## src/rtl/mem_access_stage.sv

```systemverilog
// LC-3b MEM stage: sequences data-memory accesses for loads, stores,
// indirect loads/stores and TRAP vector fetches, stalling until done.
module mem_access_stage #(
  parameter int DATA_W = 16,
  parameter int BE_W   = 2
) (
  input  logic              clk,
  input  logic              reset,
  input  logic [2:0]        mem_op,
  input  logic [DATA_W-1:0] addr_in,
  input  logic [DATA_W-1:0] sr2_in,
  input  logic [DATA_W-1:0] trapvect8_in,
  input  logic [DATA_W-1:0] dmem_rdata,
  input  logic              dmem_resp,
  output logic [DATA_W-1:0] dmem_address,
  output logic              dmem_read,
  output logic              dmem_write,
  output logic [BE_W-1:0]   dmem_byte_en,
  output logic [DATA_W-1:0] dmem_wdata,
  output logic [DATA_W-1:0] mem_data_out,
  output logic              mem_stall
);

  localparam logic [2:0] OP_NONE = 3'd0;
  localparam logic [2:0] OP_LDR  = 3'd1;
  localparam logic [2:0] OP_STR  = 3'd2;
  localparam logic [2:0] OP_LDB  = 3'd3;
  localparam logic [2:0] OP_STB  = 3'd4;
  localparam logic [2:0] OP_LDI  = 3'd5;
  localparam logic [2:0] OP_STI  = 3'd6;
  localparam logic [2:0] OP_TRAP = 3'd7;

  typedef enum logic [1:0] {
    IDLE = 2'd0,
    ACC1 = 2'd1,
    ACC2 = 2'd2
  } state_t;

  state_t            state;
  logic [DATA_W-1:0] ptr_reg;

  logic indirect;
  logic final_resp;
  logic byte_op;

  assign indirect   = (mem_op == OP_LDI) || (mem_op == OP_STI);
  assign byte_op    = (mem_op == OP_LDB) || (mem_op == OP_STB);
  assign final_resp = dmem_resp &&
                      (((state == ACC1) && !indirect) ||
                       (state == ACC2));
  assign mem_stall  = ((state != IDLE) || (mem_op != OP_NONE)) &&
                      !final_resp;

  // Access sequencer; indirect ops latch the pointer on the first response.
  always_ff @(posedge clk or posedge reset) begin
    if (reset) begin
      state   <= IDLE;
      ptr_reg <= '0;
    end else begin
      unique case (state)
        IDLE: begin
          if (mem_op != OP_NONE) state <= ACC1;
        end
        ACC1: begin
          if (dmem_resp) begin
            if (indirect) begin
              ptr_reg <= dmem_rdata;
              state   <= ACC2;
            end else begin
              state <= IDLE;
            end
          end
        end
        ACC2: begin
          if (dmem_resp) state <= IDLE;
        end
        default: state <= IDLE;
      endcase
    end
  end

  // Request decode: address and read/write level from state and op.
  always_comb begin
    dmem_address = '0;
    dmem_read    = 1'b0;
    dmem_write   = 1'b0;
    if (state == ACC1) begin
      if (mem_op == OP_TRAP)
        dmem_address = {trapvect8_in[DATA_W-2:0], 1'b0};
      else if (byte_op)
        dmem_address = addr_in;
      else
        dmem_address = {addr_in[DATA_W-1:1], 1'b0};
      dmem_write = (mem_op == OP_STR) || (mem_op == OP_STB);
      dmem_read  = (mem_op != OP_NONE) && !dmem_write;
    end else if (state == ACC2) begin
      dmem_address = {ptr_reg[DATA_W-1:1], 1'b0};
      dmem_read    = (mem_op == OP_LDI);
      dmem_write   = (mem_op == OP_STI);
    end
  end

  // Write lanes; quiet whenever no write is requested.
  always_comb begin
    dmem_byte_en = '0;
    dmem_wdata   = '0;
    if (dmem_write) begin
      if (mem_op == OP_STB) begin
        dmem_byte_en = addr_in[0] ? 2'b10 : 2'b01;
        dmem_wdata   = {sr2_in[7:0], sr2_in[7:0]};
      end else begin
        dmem_byte_en = 2'b11;
        dmem_wdata   = sr2_in;
      end
    end
  end

  // Load result, only meaningful in the final-response cycle.
  always_comb begin
    mem_data_out = '0;
    if (final_resp) begin
      if ((mem_op == OP_LDR) || (mem_op == OP_LDI) ||
          (mem_op == OP_TRAP))
        mem_data_out = dmem_rdata;
      else if (mem_op == OP_LDB)
        mem_data_out = addr_in[0] ?
                       {8'h00, dmem_rdata[15:8]} :
                       {8'h00, dmem_rdata[7:0]};
    end
  end

endmodule

```

## config.mk

```make
export PLATFORM = sky130hd
export DESIGN_NAME = mem_access_stage
export DESIGN_NICKNAME = d
export VERILOG_FILES = /design/src/rtl/mem_access_stage.sv
export SDC_FILE = /design/constraint.sdc
export NUM_CORES = 1
export LEC_CHECK = 0
export CAP_MARGIN = 15
export CORE_ASPECT_RATIO = 1.4
export CORE_MARGIN = 3
export CORE_UTILIZATION = 35
export DETAILED_ROUTE_END_ITERATION = 6
export PLACE_DENSITY = 0.86
export SETUP_SLACK_MARGIN = 0.1
export SLEW_MARGIN = 20
export SYNTH_ARGS = -nofsm -noshare
export SYNTH_HDL_FRONTEND = slang
export SYNTH_SLANG_ARGS = --single-unit
```

## constraint.sdc

```tcl
create_clock -name clk -period 2.49 [get_ports clk]
set_clock_uncertainty 0.2 [all_clocks]
set_input_delay 0.3735 -clock clk [delete_from_list [all_inputs] [get_ports clk]]
set_output_delay 0.3735 -clock clk [all_outputs]
set_load 0.005 [all_outputs]
```

==> results of run 1 <==
==> metrics by stage <==
step / total power, mW / hold WS (ns) / cell area [um^2] / cells
2_1_floorplan: 0.739 / 0.0996 / 1680 / 180
4_1_cts: 1.27 / 0.315 / 3140 / 378
3_3_place_gp: 1.07 / 0.291 / 3060 / 369
6_report: 1.27 / 0.309 / 3170 / 379
3_5_place_dp: 1.09 / 0.300 / 3060 / 369
5_1_grt: 1.34 / 0.320 / 3170 / 379
==> routing by layer <==
layer  vias to the layer above  track usage  wire, um
met4                         0       0.0500        42
li1                        904            -         -
met3                         4       0.0436       450
met5                         -            0         0
met1                       834        0.224      2190
met2                        82        0.391      3070
==> area by class of cell <==
cell class | count | area share
clock buffer | 4 | 0.0142
inverter | 5 | 0.00592
multi-input combinational | 141 | 0.356
sequential | 17 | 0.135
tap | 62 | 0.0245
timing repair buffer | 150 | 0.464
==> power breakdown <==
group	total [mW]	internal, mW	switching (mW)
Clock	0.212	0.114	0.0983
Sequential	0.431	0.374	0.0576
Combinational	0.624	0.398	0.226
==> worst max-delay path: stages (launching register included) <==
cell and delay [ns]:
sky130_fd_sc_hd__dfrtp_1 0.40, sky130_fd_sc_hd__buf_6 0.14, sky130_fd_sc_hd__and4b_1 0.20, sky130_fd_sc_hd__a22oi_2 0.23, sky130_fd_sc_hd__inv_2 0.12, sky130_fd_sc_hd__and2_1 0.18, sky130_fd_sc_hd__dlygate4sd2_1 0.26
==> what timing repair did <==
action,in CTS,in global routing
setup buffers,4,1
hold buffers,0,0
setup endpoints to repair,53,18
cloned,1,0
resized for setup,66,18
pin swaps,1,3
==> cells in the final DEF (no fill, tap or decap), types with 4 or more instances in the layout <==
| cell | instances |
|---|---|
| sky130_fd_sc_hd__a21oi_1 | 4 |
| sky130_fd_sc_hd__and2_1 | 7 |
| sky130_fd_sc_hd__buf_12 | 4 |
| sky130_fd_sc_hd__buf_4 | 18 |
| sky130_fd_sc_hd__buf_6 | 7 |
| sky130_fd_sc_hd__clkdlybuf4s50_1 | 65 |
| sky130_fd_sc_hd__dfrtp_1 | 16 |
| sky130_fd_sc_hd__dlygate4sd2_1 | 44 |
| sky130_fd_sc_hd__dlymetal6s2s_1 | 5 |
| sky130_fd_sc_hd__inv_1 | 4 |
| sky130_fd_sc_hd__mux2_2 | 6 |
| sky130_fd_sc_hd__mux2_4 | 9 |
| sky130_fd_sc_hd__mux2i_1 | 30 |
| sky130_fd_sc_hd__nand2_1 | 17 |
| sky130_fd_sc_hd__nor2_1 | 9 |
| sky130_fd_sc_hd__nor3_2 | 8 |
| sky130_fd_sc_hd__nor3b_1 | 6 |
| sky130_fd_sc_hd__o21ai_0 | 15 |
==> final timing paths <==
| kind | startpoint | cells after the start | to |
|---|---|---|---|
| worst max-delay path | state[1] | 6 | dmem_wdata[0] |
| worst min-delay path | reset | 2 | ptr_reg[6] |
| worst max register to register | state[0] | 6 | ptr_reg[4] |
| worst min register to register | ptr_reg[1] | 1 | ptr_reg[1] |
| max in group asynchronous | reset | 2 | state[0] |
| min in group clk | ptr_reg[1] | 1 | ptr_reg[1] |
==> cell families after synthesis <==
family          Yosys count  share of synthesized area
simple gates             68                      0.252
mux                      46                      0.306
xor+xnor                  2                     0.0105
flops                    17                      0.254
buf+inv                  22                     0.0911
compound gates           25                     0.0859
==> parameters.txt, run 1 <==
Parameter                              Value

Cells and area
  Area growth from synthesis to layout ... 89.2%
  Number of fill cells in the layout ... between 400 and 500
  Number of inserted diodes ... 0
  Flip-flop count of the largest register after layout ... 15
  Proportion of layout cells with a drive suffix above 1 ... 0.237
  Area taken by multi-input logic gates ... 0.00113 mm^2
  Post-layout utilization of the core ... 0.693
  Number of nets in the layout ... 388
  Total area of sequential cells ... about 430 um^2

Placed design
  Worst slack, placed ... -0.337 ns
  Dpl hpwl ... 4.58 mm
  PortBufs ... ~120
  Global placer's final weighted congestion ... 0.792

STA
  Slew of the pin with the lowest slew margin ... 0.669 ns
  Final Slew Violations ... 0
  Post-route setup slack ... 0.133 ns
  Endpoints failing hold ... 0
  Setup repair after global routing missed its margin ... true
  Shortest period the worst path allows ... 2.36 ns
  TNS Setup ... 0 ns
  Period utilisation layout ... 0.947
  Highest achievable clock rate ... between 0.4 and 0.5 GHz
  Worst slew slack as a fraction of its limit ... 0.553
  Setup violators final ... 0

Route
  Vias per cell ... ~4.8
  Violation count after the first detailed-route iteration ... 38
  # DRC ... 0
  Number of nets with antenna violations after detailed routing ... 0
  Pre-Repair DR Iteration Count ... 4
  Total via count in the routed design ... 1,824
  Average wire per cell in the routed design ... 15.2 um
  Total detailed-routing wirelength ... between 5 and 6 mm

Clock tree
  Master cell of the clock root buffer ... sky130_fd_sc_hd__clkbuf_8
  Clock sink count ... 17
  Clk buf depth ... 2
  H-tree depth reported by CTS ... 1
  CTS tree ... yes
  Clock-pin transition on the worst setup and hold timing paths ... about 0.070 ns
  TritonCTS buffer count ... 3
  Clock latency of the later-clocked register in the worst-skew pair ... ~0.25 ns

Job
  Maximum Capacitance Violations ... 0

Floorplanning
  Starting Density ... 0.366
  Area inside the core boundary ... roughly 0.0046 mm^2
  Total Die Area ... 0.00566 mm^2
  IO Pins ... 123
  Number of placement rows ... 29
  Die extent in y ... slightly below 90 um
  Horizontal extent of the die ... 64.5 um

Power and ir drop
  Power Density ... 400 mW/mm^2
  Leakage power figure ... about 1.6 nW
  Highest ir drop seen on vdd ... between 0.15 and 0.2 mV

Synth
  Number of library cell types mapped by synthesis ... 35
  Number of flops mapped to enable cells by yosys ... 0
  Flip-flop and latch count after synthesis ... 17
  Predominant post-synthesis flop cell ... sky130_fd_sc_hd__dfrtp_1
  Instance count of the mapped netlist ... 180
  Fraction of post-synthesis cell area in the top cell type by area ... 0.254
  Library cell occupying the most area in the post-synthesis netlist ... sky130_fd_sc_hd__dfrtp_1
  Cell types with the highest counts after synthesis ... sky130_fd_sc_hd__mux2i_1, sky130_fd_sc_hd__dfrtp_1, sky130_fd_sc_hd__nand2_1
  Net count of the mapped netlist ... 250
  Synthesized area per cell ... between 9 and 10 um^2
  Async set-reset flop share out of synthesis ... 1.00
  Netlist area before placement ... ~0.0017 mm^2
  Synthesis warning total ... 0
  Fraction of the yosys area taken by sequential cells ... 0.254
  Cell with the most instances after synthesis ... sky130_fd_sc_hd__mux2i_1
  Leading cell types by total area after synthesis ... sky130_fd_sc_hd__dfrtp_1, sky130_fd_sc_hd__mux2i_1, sky130_fd_sc_hd__mux2_4, sky130_fd_sc_hd__nor3_2, sky130_fd_sc_hd__o21ai_0

Hold path
  Type of the tightest min-delay check ... input pin to async pin

Worst setup path
  Kind of launch point of the worst setup path ... flop
  Worst setup slack for register-to-register paths ... roughly 0.60 ns
  Startpoint-to-endpoint class of the critical path ... flop to output pin
  Data arrival time of the critical path ... 1.78 ns
  Largest fanout on the critical path ... 9
  Endpoint kind of the worst setup timing path ... output pin
  Data required time at the worst endpoint ... approximately 1.9 ns

Global routing
  Wire length of the first global-routing pass ... 9.20 mm
  Overall Global Routing Usage ... 0.203
  Via count of the first global-routing pass ... around 1,900
  GRT overflow ... 0
  Pin count of the biggest net entering global routing ... 18
  Initial antenna violation count ... 0

Run status
  Run status ... finished clean
Note: power is estimated with default switching activity, not from simulation.
==> run 2: changes to the inputs <==
- ABC_CLOCK_PERIOD_IN_PS: unset -> 2490
- CORE_MARGIN: 3 -> unset
==> parameters.txt, run 2 (synthesis results as in run 1) <==
Parameter                              Value

Run status
  Run status ... finished clean

Power and ir drop
  Highest ir drop seen on vdd ... 0.201 mV (+11%)
  Power Density ... 401 mW/mm^2 (+0.26%)
  Total power ... 1.30 mW (+2.5%)
  Leakage power figure ... 1.69 nW (+3.4%)

STA
  Slew of the pin with the lowest slew margin ... 0.685 ns (+0.0155 ns)
  Setup repair after global routing missed its margin ... true
  Worst slew slack as a fraction of its limit ... 0.543 (-0.0103)
  Endpoints failing hold ... 0 (unchanged)
  Final Slew Violations ... 0 (unchanged)
  Period utilisation layout ... 0.956 (+0.00879)
  Post-route setup slack ... 0.111 ns (-0.0219 ns)
  Highest achievable clock rate ... 0.420 GHz (-0.92%)
  Setup violators final ... 0 (unchanged)
  Shortest period the worst path allows ... 2.38 ns (+0.0219 ns)

Worst setup path
  Reg-to-reg critical path endpoint ... ptr_reg[3]
  Worst setup slack for register-to-register paths ... 0.56 ns (-0.04 ns)
  Kind of launch point of the worst setup path ... flop
  Largest fanout on the critical path ... 9 (unchanged)
  Data arrival time of the critical path ... 1.81 ns (+0.03 ns)
  Endpoint kind of the worst setup timing path ... output pin
  Critical register-to-register path startpoint ... state[0]
  Path depth of the worst reg2reg path ... 6 (unchanged)
  Data required time at the worst endpoint ... 1.92 ns (about the same)
  Startpoint-to-endpoint class of the critical path ... flop to output pin
  Launching instance or port of the critical path ... state[1]

Placed design
  Worst slack, placed ... -0.412 ns (-0.0748 ns)
  Dpl hpwl ... 4.30 mm (-6.0%)
  Global placer's final weighted congestion ... 0.757 (-4.4%)
  PortBufs ... 121 (unchanged)
  Dpl cells ... 370 (+0.27%)

Route
  Total via count in the routed design ... 1,886 (+3.4%)
  Violation count after the first detailed-route iteration ... 30 (-21%)
  # DRC ... 0 (unchanged)
  Number of nets with antenna violations after detailed routing ... 0 (unchanged)
  Pre-Repair DR Iteration Count ... 4 (unchanged)
  Total detailed-routing wirelength ... 5.90 mm (+2.5%)
  Vias per cell ... 4.89 (+1.5%)
  Average wire per cell in the routed design ... 15.3 um (+0.64%)

Hold path
  End point of the worst hold path ... ptr_reg[1]
  Type of the tightest min-delay check ... flop to flop
  Min-delay src ... ptr_reg[1]
  Cells on Worst Hold Path ... 1

Floorplanning
  Number of placement rows ... 29 (unchanged)
  IO Pins ... 123 (unchanged)
  Starting Density ... 0.366 (unchanged)
  Die extent in y ... 83.9 um (-4.6%)
  Area inside the core boundary ... 0.00457 mm^2 (unchanged)
  Total Die Area ... 0.00507 mm^2 (-10%)
  Horizontal extent of the die ... 60.5 um (-6.2%)

Job
  Maximum Capacitance Violations ... 0 (unchanged)

Clock tree
  H-tree depth reported by CTS ... 1 (unchanged)
  CTS tree ... yes
  Clock-pin transition on the worst setup and hold timing paths ... 0.07 ns (about the same)
  # hold bufs at CTS ... 0 (unchanged)
  Master cell of the clock root buffer ... sky130_fd_sc_hd__clkbuf_8
  Clock sink count ... 17 (unchanged)
  TritonCTS buffer count ... 3 (unchanged)
  Clock latency of the later-clocked register in the worst-skew pair ... 0.25 ns (about the same)
  Clk buf depth ... 2 (unchanged)

Global routing
  GRT overflow ... 0 (unchanged)
  Overall Global Routing Usage ... 0.234 (+0.0304)
  Initial antenna violation count ... 0 (unchanged)
  Via count of the first global-routing pass ... 2,037 (+7.1%)
  Wire length of the first global-routing pass ... 9.09 mm (-1.1%)
  Pin count of the biggest net entering global routing ... 18 (unchanged)

Cells and area
  Number of nets in the layout ... 395 (+1.8%)
  Flip-flop count of the largest register after layout ... 15 (unchanged)
  Proportion of layout cells with a drive suffix above 1 ... 0.269 (+0.0319)
  Number of inserted diodes ... 0 (unchanged)
  Final Instance Count excl. Fillers ... 386 (+1.8%)
  Most common library cell in the layout ignoring fill and taps ... sky130_fd_sc_hd__clkdlybuf4s50_1
  Area growth from synthesis to layout ... 93.4%
  Highest-count cells in the layout ignoring fill and taps ... sky130_fd_sc_hd__clkdlybuf4s50_1, sky130_fd_sc_hd__dlygate4sd2_1, sky130_fd_sc_hd__mux2i_1, sky130_fd_sc_hd__buf_4, sky130_fd_sc_hd__nand2_1
  Post-layout utilization of the core ... 0.709 (+0.0153)
-- run 2: cell count changes in the layout (fill, tap and decap cells not counted), moves of 2 or more --
cell	before	now
sky130_fd_sc_hd__dlymetal6s2s_1	5	11
sky130_fd_sc_hd__nor3b_1	6	2
sky130_fd_sc_hd__o21ai_0	15	13
sky130_fd_sc_hd__dlygate4sd2_1	44	34
sky130_fd_sc_hd__and2_4	2	0
sky130_fd_sc_hd__clkbuf_2	1	3
sky130_fd_sc_hd__buf_4	18	26
sky130_fd_sc_hd__and2_1	7	9
sky130_fd_sc_hd__clkdlybuf4s15_1	2	4
sky130_fd_sc_hd__nor3b_2	3	7
-- run 2: worst max path at each step --
stage / end / cells after the start
2_1_floorplan: mem_data_out[13] / 7
3_3_place_gp: mem_data_out[12] / 5
3_5_place_dp: mem_data_out[12] / 5
4_1_cts: dmem_wdata[8] / 7
5_1_grt: dmem_wdata[7] / 7
6_report: dmem_wdata[3] / 7
-- run 2: per-stage QoR --
| step | hold WS (ns) | TNS, ns | instance area (um^2) |
|---|---|---|---|
| after floorplan | 0.0996 | 0 | 1680 |
| after CTS | 0.311 | -0.0660 | 3180 |
| final | 0.309 | 0 | 3240 |
| after global placement | 0.290 | -14.86 | 3050 |
| after global routing | 0.337 | 0 | 3240 |
| after detailed placement | 0.291 | -15.68 | 3050 |
-- run 2: worst max-delay path, cell delays in order (launching register included) --
cell                            delay, ns
sky130_fd_sc_hd__dfrtp_1             0.41
sky130_fd_sc_hd__buf_6               0.13
sky130_fd_sc_hd__and4b_1             0.20
sky130_fd_sc_hd__a22oi_2             0.18
sky130_fd_sc_hd__buf_4               0.16
sky130_fd_sc_hd__inv_4               0.05
sky130_fd_sc_hd__and2_1              0.16
sky130_fd_sc_hd__dlygate4sd2_1       0.26
-- run 2: layer usage --
metal	GRT usage	routed length (um)	vias to the layer above
li1	-	-	916
met1	0.256	2260	880
met2	0.444	3170	84
met3	0.0295	436	6
met4	0.0640	38	0
met5	0	0	-
-- run 2: power breakdown --
group          total (mW)  switching, mW  internal (mW)  leakage [nW]
combinational       0.659          0.240          0.419          1.47
clock               0.208         0.0949          0.113        0.0228
sequential          0.431         0.0574          0.374         0.203
total                1.30          0.393          0.906          1.69
-- run 2: cell type report --
class | instances | area, um^2
clock buffer | 4 | 45.0
timing repair buffer | 157 | 1520
fill | 377 | 1330
multi-input combinational | 141 | 1150
tap | 62 | 77.6
sequential | 17 | 427
inverter | 5 | 21.3
-- run 2: what timing repair did --
item                                    CTS  global route
buffers inserted                          9             2
endpoints found under the setup margin   53            27
cloned                                    1             0
gates resized for setup                  68            28
endpoints found under the hold margin     0             0
pin swaps                                 0             3
